--- src/rtl/counter_ext_pkg.sv ---
// Shared definitions for the counter extender: lower-word geometry and FSM states.
package counter_ext_pkg;

   localparam int                 LOWER_W    = 4;
   localparam logic [LOWER_W-1:0] LOWER_TERM = 4'hF;

   typedef enum logic [1:0] {
      ST_SYNC = 2'd0,
      ST_RUN  = 2'd1,
      ST_HALT = 2'd2
   } state_e;

endpackage

--- src/rtl/counter_extender_if.sv ---
// Bus between the upstream counter / event reader and the counter extender.
interface counter_extender_if
   import counter_ext_pkg::*;
#(
   parameter int UPPER_W = 12
) ();

   logic [LOWER_W-1:0]         counter;
   logic                       overflow;
   logic                       clear;
   logic [UPPER_W-1:0]         term_upper;
   logic [UPPER_W+LOWER_W-1:0] count_full;
   logic                       term_hit;
   logic                       ev_valid;
   logic                       ev_ready;
   logic [UPPER_W-1:0]         ev_data;
   logic                       ev_drop;
   logic                       seq_err;
   logic                       halted;

   modport master (
      output counter, overflow, clear, term_upper, ev_ready,
      input  count_full, term_hit, ev_valid, ev_data, ev_drop, seq_err, halted
   );

   modport slave (
      input  counter, overflow, clear, term_upper, ev_ready,
      output count_full, term_hit, ev_valid, ev_data, ev_drop, seq_err, halted
   );

endinterface

--- src/rtl/ovf_event_fifo.sv ---
// Small circular FIFO of upper-word snapshots with a sticky drop flag.
module ovf_event_fifo #(
   parameter int WIDTH = 12,
   parameter int DEPTH = 4
) (
   input  logic             clk,
   input  logic             reset,
   input  logic             i_clear,
   input  logic             i_push,
   input  logic [WIDTH-1:0] i_data,
   input  logic             i_pop,
   output logic [WIDTH-1:0] o_data,
   output logic             o_empty,
   output logic             o_drop
);

   localparam int AW = $clog2(DEPTH);

   logic [WIDTH-1:0] r_mem [DEPTH];
   logic [AW-1:0]    r_wr_ptr;
   logic [AW-1:0]    r_rd_ptr;
   logic [AW:0]      r_count;
   logic             r_drop;
   logic             w_full;
   logic             w_pop;
   logic             w_push_ok;

   assign w_full    = (r_count == (AW+1)'(DEPTH));
   assign o_empty   = (r_count == '0);
   assign w_pop     = i_pop && !o_empty;
   // A pop in the same cycle frees the slot, so a full FIFO still accepts.
   assign w_push_ok = i_push && (!w_full || w_pop);
   assign o_data    = r_mem[r_rd_ptr];
   assign o_drop    = r_drop;

   always_ff @(posedge clk or negedge reset) begin
      if (!reset) begin
         r_wr_ptr <= '0;
         r_rd_ptr <= '0;
         r_count  <= '0;
         r_drop   <= 1'b0;
      end else if (i_clear) begin
         r_wr_ptr <= '0;
         r_rd_ptr <= '0;
         r_count  <= '0;
         r_drop   <= 1'b0;
      end else begin
         if (w_push_ok) r_wr_ptr <= r_wr_ptr + AW'(1);
         if (w_pop)     r_rd_ptr <= r_rd_ptr + AW'(1);
         r_count <= r_count + (AW+1)'(w_push_ok) - (AW+1)'(w_pop);
         if (i_push && !w_push_ok) r_drop <= 1'b1;
      end
   end

   always_ff @(posedge clk) begin
      if (w_push_ok && !i_clear) r_mem[r_wr_ptr] <= i_data;
   end

endmodule

--- src/rtl/counter_extender.sv ---
// Extends a 4-bit wrap counter with an upper word, checks its sequence and
// queues one upper-word snapshot per overflow.
module counter_extender
   import counter_ext_pkg::*;
#(
   parameter int UPPER_W      = 12,
   parameter int FIFO_DEPTH   = 4,
   parameter int STOP_AT_TERM = 0
) (
   input logic               clk,
   input logic               reset,
   counter_extender_if.slave bus
);

   state_e             r_state;
   state_e             w_state_nxt;
   logic [LOWER_W-1:0] r_counter_q;
   logic               r_ovf_q;
   logic [UPPER_W-1:0] r_upper_q;
   logic [UPPER_W-1:0] w_upper_inc;
   logic               r_term_hit;
   logic               r_seq_err;
   logic               w_inc;
   logic               w_hit;
   logic               w_seq_bad;
   logic               w_fifo_empty;

   assign w_upper_inc = r_upper_q + UPPER_W'(1);

   always_ff @(posedge clk or negedge reset) begin
      if (!reset) r_state <= ST_SYNC;
      else        r_state <= w_state_nxt;
   end

   always_comb begin
      w_state_nxt = r_state;
      w_inc       = 1'b0;
      w_hit       = 1'b0;
      w_seq_bad   = 1'b0;
      unique case (r_state)
         ST_SYNC: w_state_nxt = ST_RUN;
         ST_RUN: begin
            w_seq_bad = (bus.overflow != (bus.counter == LOWER_TERM)) ||
                        (bus.counter != (r_counter_q + LOWER_W'(1)));
            w_inc     = r_ovf_q;
            w_hit     = r_ovf_q && (w_upper_inc == bus.term_upper);
            if ((STOP_AT_TERM != 0) && w_hit) w_state_nxt = ST_HALT;
         end
         ST_HALT: w_state_nxt = ST_HALT;
         default: w_state_nxt = ST_SYNC;
      endcase
      if (bus.clear) begin
         w_state_nxt = ST_SYNC;
         w_inc       = 1'b0;
         w_hit       = 1'b0;
         w_seq_bad   = 1'b0;
      end
   end

   // The upper word steps on the same edge that brings counter_q from F to 0.
   always_ff @(posedge clk or negedge reset) begin
      if (!reset) begin
         r_counter_q <= '0;
         r_ovf_q     <= 1'b0;
         r_upper_q   <= '0;
         r_term_hit  <= 1'b0;
         r_seq_err   <= 1'b0;
      end else begin
         r_counter_q <= bus.counter;
         r_ovf_q     <= (r_state == ST_SYNC) ? 1'b0 : bus.overflow;
         if (bus.clear) begin
            r_upper_q  <= '0;
            r_term_hit <= 1'b0;
            r_seq_err  <= 1'b0;
         end else begin
            r_term_hit <= w_hit;
            if (w_inc)     r_upper_q <= w_upper_inc;
            if (w_seq_bad) r_seq_err <= 1'b1;
         end
      end
   end

   ovf_event_fifo #(
      .WIDTH (UPPER_W),
      .DEPTH (FIFO_DEPTH)
   ) u_fifo (
      .clk     (clk),
      .reset   (reset),
      .i_clear (bus.clear),
      .i_push  (w_inc),
      .i_data  (w_upper_inc),
      .i_pop   (bus.ev_ready),
      .o_data  (bus.ev_data),
      .o_empty (w_fifo_empty),
      .o_drop  (bus.ev_drop)
   );

   assign bus.count_full = {r_upper_q, r_counter_q};
   assign bus.term_hit   = r_term_hit;
   assign bus.ev_valid   = !w_fifo_empty;
   assign bus.seq_err    = r_seq_err;
   assign bus.halted     = (r_state == ST_HALT);

endmodule
--- src/flat_wrapper.sv ---
// flat-port wrapper written by rule: the top's interface ports become plain ports
module counter_extender_flat import counter_ext_pkg::*;
#(
   parameter int UPPER_W      = 12,
   parameter int FIFO_DEPTH   = 4,
   parameter int STOP_AT_TERM = 0
)
  (clk, reset, bus_counter, bus_overflow, bus_clear, bus_term_upper, bus_ev_ready, bus_count_full, bus_term_hit, bus_ev_valid, bus_ev_data, bus_ev_drop, bus_seq_err, bus_halted);
  counter_extender_if #(.UPPER_W(UPPER_W)) bus_i ();
  input logic clk;
  input logic reset;
  input wire logic [$bits(bus_i.counter)-1:0] bus_counter;
  input wire logic [$bits(bus_i.overflow)-1:0] bus_overflow;
  input wire logic [$bits(bus_i.clear)-1:0] bus_clear;
  input wire logic [$bits(bus_i.term_upper)-1:0] bus_term_upper;
  input wire logic [$bits(bus_i.ev_ready)-1:0] bus_ev_ready;
  output wire logic [$bits(bus_i.count_full)-1:0] bus_count_full;
  output wire logic [$bits(bus_i.term_hit)-1:0] bus_term_hit;
  output wire logic [$bits(bus_i.ev_valid)-1:0] bus_ev_valid;
  output wire logic [$bits(bus_i.ev_data)-1:0] bus_ev_data;
  output wire logic [$bits(bus_i.ev_drop)-1:0] bus_ev_drop;
  output wire logic [$bits(bus_i.seq_err)-1:0] bus_seq_err;
  output wire logic [$bits(bus_i.halted)-1:0] bus_halted;
  assign bus_i.counter = bus_counter;
  assign bus_i.overflow = bus_overflow;
  assign bus_i.clear = bus_clear;
  assign bus_i.term_upper = bus_term_upper;
  assign bus_i.ev_ready = bus_ev_ready;
  assign bus_count_full = bus_i.count_full;
  assign bus_term_hit = bus_i.term_hit;
  assign bus_ev_valid = bus_i.ev_valid;
  assign bus_ev_data = bus_i.ev_data;
  assign bus_ev_drop = bus_i.ev_drop;
  assign bus_seq_err = bus_i.seq_err;
  assign bus_halted = bus_i.halted;
  counter_extender #(.UPPER_W(UPPER_W), .FIFO_DEPTH(FIFO_DEPTH), .STOP_AT_TERM(STOP_AT_TERM)) u_core (.clk(clk), .reset(reset), .bus(bus_i));
endmodule
--- config.mk ---
export PLATFORM = sky130hd
export DESIGN_NAME = counter_extender_flat
export DESIGN_NICKNAME = d
export VERILOG_FILES = /design/src/rtl/counter_ext_pkg.sv /design/src/rtl/counter_extender_if.sv /design/src/rtl/ovf_event_fifo.sv /design/src/rtl/counter_extender.sv /design/src/flat_wrapper.sv
export SDC_FILE = /design/constraint.sdc
export NUM_CORES = 1
export LEC_CHECK = 0
export CORE_UTILIZATION = 58
export DETAILED_ROUTE_END_ITERATION = 7
export PLACE_DENSITY = 0.86
export SETUP_SLACK_MARGIN = 0.02
export SLEW_MARGIN = 20
export SYNTH_ARGS = -nofsm -noshare
export SYNTH_HDL_FRONTEND = slang
export SYNTH_SLANG_ARGS = --single-unit
--- constraint.sdc ---
create_clock -name clk -period 4.65 [get_ports clk]
set_input_delay 0.93 -clock clk [delete_from_list [all_inputs] [get_ports clk]]
set_output_delay 0.93 -clock clk [all_outputs]
set_load 0.02 [all_outputs]
Word level (Yosys, flattened, before mapping)
Memory sizes are Yosys's and may differ from the RTL's.
Cells that the tools add are included.
W data, S select, Z words.
{"block": "classes", "n_addsub": 6, "multipliers": 0, "div": 0, "n_lt_le_gt_ge": 0, "n_eq_ne": 8, "n_shift": 0, "muxes": 22, "bitwise_logic": 0, "reduce_logical": 18}
{"cell": "$mux W12", "count": 2}
{"cell": "$mux W1", "count": 13}
{"cell": "$add A12 B1 Y12 const B", "count": 1}
{"cell": "$eq A12 B12 Y1", "count": 1}
{"cell": "$mux W2", "count": 5}
{"cell": "$reduce_bool A2 Y1", "count": 5}
{"cell": "$pmux W2 S3", "count": 1}
{"cell": "$logic_and A1 B1 Y1", "count": 5}
{"cell": "$add A2 B1 Y2 const B", "count": 2}
{"cell": "$add A4 B1 Y4 const B", "count": 1}
{"cell": "$eq A4 B4 Y1 const B", "count": 1}
{"cell": "$logic_not A1 Y1", "count": 4}
{"cell": "$ne A4 B4 Y1", "count": 1}
{"cell": "$add A3 B1 Y3", "count": 1}
{"cell": "$eq A3 B3 Y1 const B", "count": 1}
{"cell": "$logic_not A3 Y1", "count": 1}
{"cell": "$mux W3", "count": 1}
{"cell": "$sub A3 B1 Y3", "count": 1}
{"cell": "$eq A2 B1 Y1 const B", "count": 1}
{"cell": "$eq A2 B2 Y1 const B", "count": 1}
{"cell": "$logic_not A2 Y1", "count": 1}
{"cell": "$logic_or A1 B1 Y1", "count": 2}
{"cell": "$ne A2 B2 Y1 const B", "count": 1}
{"cell": "$ne A1 B1 Y1", "count": 1}
{"block": "totals", "reg_bits": 29, "latchBits": 0, "ramBits": 48, "romBits": 0, "in_bits": 21, "wordCells": 65, "mem_count": 1}
{"memory": "u_core.u_fifo.r_mem", "words": 4, "width": 12, "rd": 1, "rd_clocked_by_memory_dff": 0, "write_ports": 1, "line_no": "ovf_event_fifo.sv:19", "source": "logic [WIDTH-1:0] r_mem [DEPTH];"}

Longest topological paths before layout
{"block": "logic_depth", "depth_word": 9, "mapped_depth": 8}

Hierarchy
A second synthesis with hierarchy kept.
{"block": "unflattened", "hier_cells": 294, "area_unflattened_um2": 3833.7}
{"module": "ovf_event_fifo", "instances": 1, "cells_each": 110, "area_per_inst_um2": 2239.6, "seq_area_each_um2": 1641.6}
{"module": "counter_extender", "instances": 1, "cells_each": 184, "area_per_inst_um2": 1594.0, "seq_area_each_um2": 525.5}

Worst setup path after synthesis
No wires, ideal clock.
{"block": "synth_timing", "path_kind": "input port to flip-flop", "from": "in bus_clear", "to": "reg u_core.u_fifo.r_count[2]", "t_arrival_ps": 2496, "required_ps": 4518, "path_slack_ps": 2022, "stages": 8, "cell_sequence": "clkbuf_1 > nor3_1 > xnor2_1 > ha_1 > inv_1 > fa_1 > xnor2_1 > nor2_1"}
{"block": "synth_between", "elab_chain_cells": 5}
{"element": "start, declared", "line_no": "flat_wrapper.sv:14", "source": "input wire logic [$bits(bus_i.clear)-1:0] bus_clear;"}
{"element": "$mux W1", "line_no": "counter_extender.sv:52", "source": "if (bus.clear) begin"}
{"element": "$logic_and A1 B1 Y1", "line_no": "ovf_event_fifo.sv:32", "source": "assign w_push_ok = i_push && (!w_full || w_pop);"}
{"element": "$add A3 B1 Y3", "line_no": "ovf_event_fifo.sv:50", "source": "r_count <= r_count + (AW+1)'(w_push_ok) - (AW+1)'(w_pop);"}
{"element": "$sub A3 B1 Y3", "line_no": "ovf_event_fifo.sv:50"}
{"element": "$mux W3 *", "line_no": "ovf_event_fifo.sv:42", "source": "end else if (i_clear) begin"}
{"element": "end signal, assigned", "line_no": "ovf_event_fifo.sv:50"}
{"element": "end, declared", "line_no": "ovf_event_fifo.sv:22", "source": "logic [AW:0] r_count;"}
Mark *: on every way between the ends. The rest lies on a longest branch, timed or not.
A chain may end at the register's enable or synchronous reset.

Worst setup path in the final report
{"block": "layout_timing", "from": "reg u_core.u_fifo.r_rd_ptr[0]", "to": "out bus_ev_data[0]"}
{"block": "layout_between", "elab_chain_cells": 1}
{"element": "start, declared", "line_no": "ovf_event_fifo.sv:21", "source": "logic [AW-1:0] r_rd_ptr;"}
{"element": "start signal, assigned", "line_no": "ovf_event_fifo.sv:49", "source": "if (w_pop) r_rd_ptr <= r_rd_ptr + AW'(1);"}
{"element": "$mem_v2 Z4 W12"}
{"element": "end, declared", "line_no": "flat_wrapper.sv:20", "source": "output wire logic [$bits(bus_i.ev_data)-1:0] bus_ev_data;"}
Every way passes these cells.

==> summary.json <==
{
  "sta": {
    "finalSetupViolations": 0,
    "final.min_clock_period_ns": 3.35,
    "final.setup_skew_ns": 0.00603,
    "maxClockFrequency_mhz": 299,
    "finalHoldViolations": 0,
    "final-max-slew-violation-count": 0,
    "timing.final.crit_share_pct": 72.0,
    "max-slew-margin-rel_pct": 42.2,
    "fin_setup_tns_ns": 0,
    "grt_setup_unrepaired": "no",
    "worstMarginPinSlew_ns": 0.867
  },
  "detailed_routing": {
    "iteration_0_drc_markers": 84,
    "routedWlPerCell_um": 16.9,
    "via_per_inst": 5.67,
    "detail_route.first_pass.iterations": 4,
    "dr_total_vias": 2273,
    "drcViolationCount": 0,
    "wl_um": 6790,
    "drtAntennaViolNets": 0
  },
  "placed_design": {
    "post_dp_cell_area_mm2": 0.00418,
    "placement.io_buffers": 53,
    "dp_hpwl_um": 4760,
    "finalWeightedCongestion": 0.804
  },
  "logic_synthesis": {
    "cell_type_contributing_the_most_total_cell_area_after_synthesis": "sky130_fd_sc_hd__edfxtp_1",
    "ys_seq_area_share_pct": 59.9,
    "yosysWarnings": 0,
    "netlist_instances": 270,
    "cell_area_after_technology_mapping_mm2": 0.00362,
    "post_synth_most_frequent_cells": "sky130_fd_sc_hd__edfxtp_1, sky130_fd_sc_hd__dfrtp_1, sky130_fd_sc_hd__nor2_1, sky130_fd_sc_hd__xor2_1, sky130_fd_sc_hd__xnor2_1",
    "postSynth.asyncResetShare_pct": 37.7,
    "synthTopCellsByArea": "sky130_fd_sc_hd__edfxtp_1, sky130_fd_sc_hd__dfrtp_1, sky130_fd_sc_hd__mux4_2",
    "net_count_after_synthesis": 299,
    "netlist-cell-type-count": 43,
    "yosys.area.top_type_share_pct": 39.8,
    "syn-mean-instance-area_um2": 13.4,
    "synth_most_common_cell": "sky130_fd_sc_hd__edfxtp_1",
    "synth_edf_count": 48,
    "most_used_flip_flop_cell_after_synthesis": "sky130_fd_sc_hd__edfxtp_1",
    "synth_seq_cells": 77
  },
  "cts": {
    "clock_tree_from_tritoncts": "built",
    "hold_bufs_inserted_after_cts": 0,
    "cts.clk_slew.worst_paths_ns": 0.07,
    "cts-resized-gates": 0,
    "clock_path_buffers": 2,
    "cts_htree_levels": 3,
    "root_buffer_cell": "sky130_fd_sc_hd__clkbuf_8",
    "clk-insertion-delay-late_ns": 0.33,
    "postCtsSetupRepairBufs": 0,
    "cts-buffers-inserted": 9,
    "clock-sinks": 77
  },
  "final_layout": {
    "finalNetCount": 350,
    "design_area_mm2": 0.00439,
    "final_core_util_pct": 73.8,
    "area.growth.synth_to_final_pct": 21.4,
    "layout_cell_share_with_drive_strength_beyond_1_pct": 11.0,
    "antenna_cells_inserted": 0
  },
  "die": {
    "initial_core_util_pct": 60.8,
    "die_area_mm2": 0.00656,
    "core_area_mm2": 0.00596,
    "floorplan.die.height_um": 81.0,
    "core.rowCount": 28,
    "dieWidth_um": 81.0,
    "pin_count": 54
  },
  "job": {
    "maxCapViolCount": 0
  },
  "worst_setup_path": {
    "crit_fanout": 14,
    "critical_path_class": "flop to output pin",
    "timing.critical_path.arrival_ns": 2.42,
    "reg2reg_slack_ns": 1.91,
    "startpoint_type": "flop",
    "worstPathRequired_ns": 3.72,
    "end_kind": "output pin"
  },
  "status": {
    "run_status": "completed"
  },
  "grt": {
    "maximum_number_of_pins_on_one_net_before_global_route_repair": 30,
    "grt_antenna_before_repair": 0,
    "wire_length_of_the_first_global_routing_pass_um": 11000,
    "first_global_vias": 2291,
    "grt.total_usage_pct": 23.4,
    "grt.overflow.total": 0
  },
  "power": {
    "leakage_nw": 1.61,
    "powerDensity_mw_per_mm2": 385,
    "worst_vdd_ir_uv": 246
  },
  "min_path": {
    "hp_class": "flop to flop"
  }
}
==> critical path: stages (launching register included) <==
cell                              delay [ns]
sky130_fd_sc_hd__dfrtp_1                0.91
sky130_fd_sc_hd__mux4_2                 0.62
sky130_fd_sc_hd__clkdlybuf4s50_1        0.55
==> layout by cell type, fill, tap and decap left out, types with 9 or more instances in the layout <==
cell                               n
sky130_fd_sc_hd__xor2_1           20
sky130_fd_sc_hd__nand2_1          13
sky130_fd_sc_hd__nor2_1           20
sky130_fd_sc_hd__a21oi_1          13
sky130_fd_sc_hd__xnor2_1          19
sky130_fd_sc_hd__mux4_2           12
sky130_fd_sc_hd__o21ai_0          11
sky130_fd_sc_hd__edfxtp_1         48
sky130_fd_sc_hd__clkdlybuf4s50_1  53
sky130_fd_sc_hd__dfrtp_1          29
sky130_fd_sc_hd__clkbuf_8          9
==> per-layer routing <==
metal | global-route usage [%] | part of all wire (%)
met2 | 39.4 | 52
met1 | 29.5 | 43
met5 | 0 | 0
met3 | 4.38 | 4.2
met4 | 10.2 | 0.93
==> layout make-up <==
cell class | count | area (um^2)
clock buffer | 9 | 124
clock inverter | 7 | 90.1
fill | 404 | 1560
inverter | 6 | 22.5
multi-input combinational | 172 | 1350
sequential | 77 | 2170
tap | 75 | 93.8
timing repair buffer | 55 | 546
==> cells by family (layout without fill, tap and decap cells) <==
logic type / count (synthesis) / in the layout / synth area share [%]
and+or+nand+nor: 79 / 79 / 11.9
DFF: 77 / 77 / 59.9
xor gates and xnor gates: 39 / 39 / 9.44
AOI/OAI and AO/OA: 34 / 34 / 5.53
buffers and inverters: 21 / 77 / 2.77
muxes: 12 / 12 / 7.47
adders and majority gates: 8 / 8 / 2.97
==> registers in the layout, summed over array words and instances (netlist names) <==
signal and flops:
u_core.u_fifo.o_drop 1, u_core.u_fifo.r_mem 48, u_core.u_fifo.r_rd_ptr 2, u_core.r_upper_q 12, u_core.bus.term_hit 1, u_core.r_state 2, u_core.r_counter_q 4, u_core.bus.seq_err 1
u_core.r_ovf_q 1, u_core.u_fifo.r_count 3, u_core.u_fifo.r_wr_ptr 2
==> stage by stage <==
step                      hold slack [ns]  instances  total power [W]  setup WS [ns]
after floorplan                     0.431        270          0.00104           2.02
after global placement              0.455        385          0.00117           1.42
after detailed placement            0.466        385          0.00118           1.30
after CTS                           0.478        401          0.00171           1.24
after global routing                0.496        401          0.00177           1.16
final                               0.470        401          0.00169           1.30
==> path summary, 6_finish.rpt <==
check                                                from  cells past startpoint                         to
worst min register to register          u_core.r_state[1]                      1          u_core.r_state[0]
worst min-delay path                    u_core.r_state[1]                      1          u_core.r_state[0]
min in group asynchronous                           reset                      2        u_core.bus.term_hit
worst max-delay path            u_core.u_fifo.r_rd_ptr[0]                      2             bus_ev_data[0]
worst max register to register          u_core.r_state[1]                      8   u_core.u_fifo.r_count[2]
max in group asynchronous                           reset                      2  u_core.u_fifo.r_wr_ptr[1]
==> power by group <==
group / internal [W] / switching [W] / total [W]
registers: 0.000746 / 0.0000577 / 0.000804
clock network: 0.000299 / 0.000229 / 0.000528
logic: 0.000204 / 0.000154 / 0.000358
total: 0.00125 / 0.000441 / 0.00169
No activity file was read; power rests on OpenSTA's default activity.
